===== config.mk =====
export PLATFORM = sky130hd
export DESIGN_NAME = packet_snoop_fill
export DESIGN_NICKNAME = d
export VERILOG_FILES = /design/src/rtl/packet_snoop_fill.sv
export SDC_FILE = /design/constraint.sdc
export NUM_CORES = 1
export LEC_CHECK = 0
export CAP_MARGIN = 20
export CORE_UTILIZATION = 45
export DETAILED_ROUTE_END_ITERATION = 8
export PLACE_DENSITY_LB_ADDON = 0.25
export RECOVER_POWER = 100
export SETUP_SLACK_MARGIN = 0.02
export SLEW_MARGIN = 20
export SYNTH_ARGS = -nofsm -noshare
export SYNTH_HDL_FRONTEND = slang
export SYNTH_SLANG_ARGS = --single-unit
export TNS_END_PERCENT = 10

===== constraint.sdc =====
create_clock -name clk -period 5.62 [get_ports clk]
set_clock_uncertainty 0.1 [all_clocks]
set_input_delay 1.124 -clock clk [delete_from_list [all_inputs] [get_ports clk]]
set_output_delay 1.124 -clock clk [all_outputs]
set_load 0.1 [all_outputs]

===== src/rtl/packet_snoop_fill.sv =====
// packet_snoop_fill: captures one snooped packet into a word-addressed buffer,
// truncating at buffer depth, then holds it for a CPU accept/reject verdict.
// Ports:
//   clk, rst             - clock, asynchronous active-low reset
//   snoop_data/valid/last - incoming packet stream; snoop_ready is the handshake
//   mem_wr_en/addr/data  - packet buffer write port (combinational strobe)
//   mem_ready            - registered, high while a complete packet waits for the CPU
//   packet_len           - words stored for the current packet
//   truncated            - packet was cut at buffer depth
//   cpu_acc, cpu_rej     - CPU verdict pulses, honoured only while mem_ready
//   acc_count, rej_count - wrapping verdict counters
module packet_snoop_fill #(
  parameter int unsigned SNOOP_FWD_ADDR_WIDTH = 9,
  localparam int unsigned PLEN_WIDTH = SNOOP_FWD_ADDR_WIDTH + 1
) (
  input  logic                            clk,
  input  logic                            rst,
  input  logic [31:0]                     snoop_data,
  input  logic                            snoop_valid,
  input  logic                            snoop_last,
  output logic                            snoop_ready,
  output logic                            mem_wr_en,
  output logic [SNOOP_FWD_ADDR_WIDTH-1:0] mem_wr_addr,
  output logic [31:0]                     mem_wr_data,
  output logic                            mem_ready,
  output logic [PLEN_WIDTH-1:0]           packet_len,
  output logic                            truncated,
  input  logic                            cpu_acc,
  input  logic                            cpu_rej,
  output logic [15:0]                     acc_count,
  output logic [15:0]                     rej_count
);

  localparam int unsigned CNT_WIDTH = 16;
  localparam logic [PLEN_WIDTH-1:0] DEPTH = PLEN_WIDTH'(1) << SNOOP_FWD_ADDR_WIDTH;

  typedef enum logic [1:0] {
    S_IDLE     = 2'd0,
    S_FILL     = 2'd1,
    S_DROP     = 2'd2,
    S_CPU_WAIT = 2'd3
  } state_t;

  state_t                 state_q, state_d;
  logic [PLEN_WIDTH-1:0]  count_q, count_d, count_inc;
  logic                   trunc_d;
  logic [CNT_WIDTH-1:0]   acc_d, rej_d;
  logic                   beat;

  assign beat      = snoop_valid & snoop_ready;
  assign count_inc = count_q + PLEN_WIDTH'(1);

  // Buffer write port: only IDLE/FILL store words; count is 0 in IDLE so addr is 0.
  assign mem_wr_en   = beat & ((state_q == S_IDLE) | (state_q == S_FILL));
  assign mem_wr_addr = count_q[SNOOP_FWD_ADDR_WIDTH-1:0];
  assign mem_wr_data = snoop_data;

  assign packet_len = count_q;

  // State register.
  always_ff @(posedge clk or negedge rst) begin
    if (!rst) state_q <= S_IDLE;
    else      state_q <= state_d;
  end

  // Next-state and datapath updates.
  always_comb begin
    state_d = state_q;
    count_d = count_q;
    trunc_d = truncated;
    acc_d   = acc_count;
    rej_d   = rej_count;
    case (state_q)
      S_IDLE, S_FILL: begin
        if (beat) begin
          count_d = count_inc;
          if (snoop_last) begin
            state_d = S_CPU_WAIT;
          end else if (count_inc == DEPTH) begin
            // Buffer full with more words coming: swallow the rest.
            state_d = S_DROP;
            trunc_d = 1'b1;
          end else begin
            state_d = S_FILL;
          end
        end
      end
      S_DROP: begin
        if (beat && snoop_last) state_d = S_CPU_WAIT;
      end
      S_CPU_WAIT: begin
        // Accept wins when both verdicts arrive together.
        if (cpu_acc || cpu_rej) begin
          if (cpu_acc) acc_d = acc_count + CNT_WIDTH'(1);
          else         rej_d = rej_count + CNT_WIDTH'(1);
          state_d = S_IDLE;
          count_d = '0;
          trunc_d = 1'b0;
        end
      end
      default: state_d = S_IDLE;
    endcase
  end

  // Registered datapath and handshake outputs, derived from the next state.
  always_ff @(posedge clk or negedge rst) begin
    if (!rst) begin
      count_q     <= '0;
      truncated   <= 1'b0;
      mem_ready   <= 1'b0;
      snoop_ready <= 1'b1;
      acc_count   <= '0;
      rej_count   <= '0;
    end else begin
      count_q     <= count_d;
      truncated   <= trunc_d;
      mem_ready   <= (state_d == S_CPU_WAIT);
      snoop_ready <= (state_d != S_CPU_WAIT);
      acc_count   <= acc_d;
      rej_count   <= rej_d;
    end
  end

endmodule


==> metrics.yaml <==
status:
  outcome: "finished with violations"
  failed_checks: "capacitance limit, slew limit"
timing:
  tns_ns: 0
  fmaxAchievable_mhz: 220
  maxSlewHeadroom_pct: -61.7
  hold_violations: 0
  worst_slew_pin_slew_ns: 2.43
  slew_violations: 48
  fin_crit_sh_pct: 80.7
  rsz0062_at_grt: "false"
  finalSetupViolCount: 0
  fin_crit_ns: 4.54
logic_synthesis:
  synth_enable_flop_cells: 0
  synth-seq-cells: 47
  syn_nets: 302
  netlist_instances: 260
  synth_common_cells: "dfrtp_1 (46), buf_4 (43), nand2_1 (17), xor2_1 (17), xnor2_1 (15)"
  synth_area_per_cell_um2: 10.4
  synth_area_um2: 2700
  synth_top_cell_area_share_pct: 42.6
  synth_seq_area_share_pct: 43.6
  ys_types: 52
  ys_warn_count: 0
  ys_async_sr_fraction_pct: 100
  synth_flop_cell: "dfrtp_1"
  synth.top_cells.by_area: "dfrtp_1 (43%), buf_4 (12%), xor2_1 (5.5%)"
  yosysMostFrequentCell: "dfrtp_1"
  yosysTopAreaCell: "dfrtp_1"
floorplan:
  die_area_um2: 6320
  die_y_um: 79.5
  core_area_um2: 5640
  top_level_ports: 125
  die_x_um: 79.5
  initial_core_util_pct: 47.9
  rows: 27
drt:
  postRouteAntennaNets: 0
  wl_per_cell_um: 14.2
  viasPerCell: 5.38
  drtIter0Drc: 64
  dr_wl_met2_mm: 2.32
  wirelength_mm: 4.94
  num_vias: 1877
  drt-met1-wl_mm: 2.29
  top_layer_used: "met4"
  drc: 0
  wl_met3_um: 275
  drtPass1Iterations: 4
power_and_ir_drop:
  p_per_area_nw_per_um2: 459
  peakVddDrop_v: 0.000309
  power.leakage_nw: 1.45
  power_mw: 1.40
layout:
  post-route-cell-area_um2: 3040
  final_cells: 349
  drive_above_1_share_pct: 6.86
  fillers: 517
  final_nets: 318
  postLayoutCoreUtil_pct: 54.0
  num_antenna_cells: 0
  area_growth_pct: 12.7
clocking:
  cts_resized: 0
  root_buffer: "clkbuf_8"
  cts_buffers: 5
  post_cts_buffers: 0
  clk_pin_slew_worst_paths_ns: 0.09
  cts_sinks: 47
  cts_tree: "built"
  insertion_delay_ns: 0.30
  htreeDepth: 2
  clk_path_buf_depth: 2
  cts_hold_buf: 0
setup_path:
  critPathRequiredTime_ns: 4.40
  crit_path_max_fanout: 14
  cp.arrival_ns: 3.31
  critPathKind: "input pin to output pin"
  start_kind: "input pin"
  end_kind: "output pin"
grt:
  grt_pass1_vias: 1737
  grt_use_total_pct: 16.4
  antenna_found_initial: 0
  overflow: 0
  grt_max_degree: 48
  grt_first_pass_wirelength_mm: 8.17
place:
  place.gp.congestion: 0.747
  post-place-cells: 341
  port_buffers: 60
  post-dp-hpwl_mm: 3.57
  postPlaceCellArea_um2: 2990
worst_hold_path:
  hold_path_class: "flop to flop"
run:
  drv_cap: 1
## routing by layer
metal	vias up	track usage (%)
met2	64	26.4
li1	891	-
met5	-	0
met1	914	22.1
met3	8	3.77
met4	0	4.18
## critical path, stage by stage
cell	delay, ns
dlygate4sd3_1	0.58
nand3b_1	0.39
clkinv_1	0.33
clkbuf_1	0.89
## through the flow
stage	hold WS (ns)	worst slack (ns)
4_1_cts	0.379	1.69
6_report	0.375	1.08
3_3_place_gp	0.359	1.72
2_1_floorplan	0.448	2.39
5_1_grt	0.390	1.02
3_5_place_dp	0.366	1.69
## kinds of logic after synthesis
kind of cell             share of synthesized area (%)
AND/OR/NAND/NOR                                   18.1
adder cells (fa/ha/maj)                           1.85
AO/OA/AOI/OAI                                     8.89
XOR/XNOR                                          10.4
flip-flops                                        43.6
buffers and inverters                             15.6
multiplexers                                      1.57
## state kept, by name (all words and copies together) (netlist names)
signal	flops
truncated	1
snoop_ready	1
state_q	2
packet_len	10
rej_count	16
mem_ready	1
acc_count	16
## worst paths after layout
check / from / end / slack, ns / cells past startpoint
min reg2reg: rej_count[15] / rej_count[15] / 0.37 / 1
min: rej_count[15] / rej_count[15] / 0.37 / 1
min in group asynchronous: rst / rej_count[13] / 1.45 / 1
max in group asynchronous: rst / packet_len[0] / 2.59 / 1
max reg2reg: packet_len[0] / state_q[0] / 3.50 / 5
max: snoop_valid / mem_wr_en / 1.08 / 4
## power by group
| part | internal [mW] | switching (mW) |
|---|---|---|
| clock | 0.134 | 0.118 |
| sequential | 0.388 | 0.0805 |
| combinational | 0.143 | 0.532 |
## layout by cell type (no fill, tap or decap), types with 4 or more instances in the layout
cell type,synthesis,routed
clkbuf_8,0,5
xnor2_1,15,15
dlygate4sd3_1,0,57
dfrtp_1,46,46
nor2_1,11,11
ha_1,4,4
nand2_1,17,17
and3_1,5,5
xor2_1,17,17
inv_1,7,7
nand3_1,11,11
nand4_1,7,9
o21ai_0,12,12
nor3_1,7,10
## cell type report
class                      count  area (µm²)  share of cell area (%)
sequential                    47        1180                    38.7
multi-input combinational    154        1040                    34.3
timing repair buffer          60         588                    19.3
tap                           72        90.1                    2.96
clock buffer                   5        68.8                    2.26
clock inverter                 3        46.3                    1.52
inverter                       8        30.0                   0.986
Power figures use the tool's default switching activity.
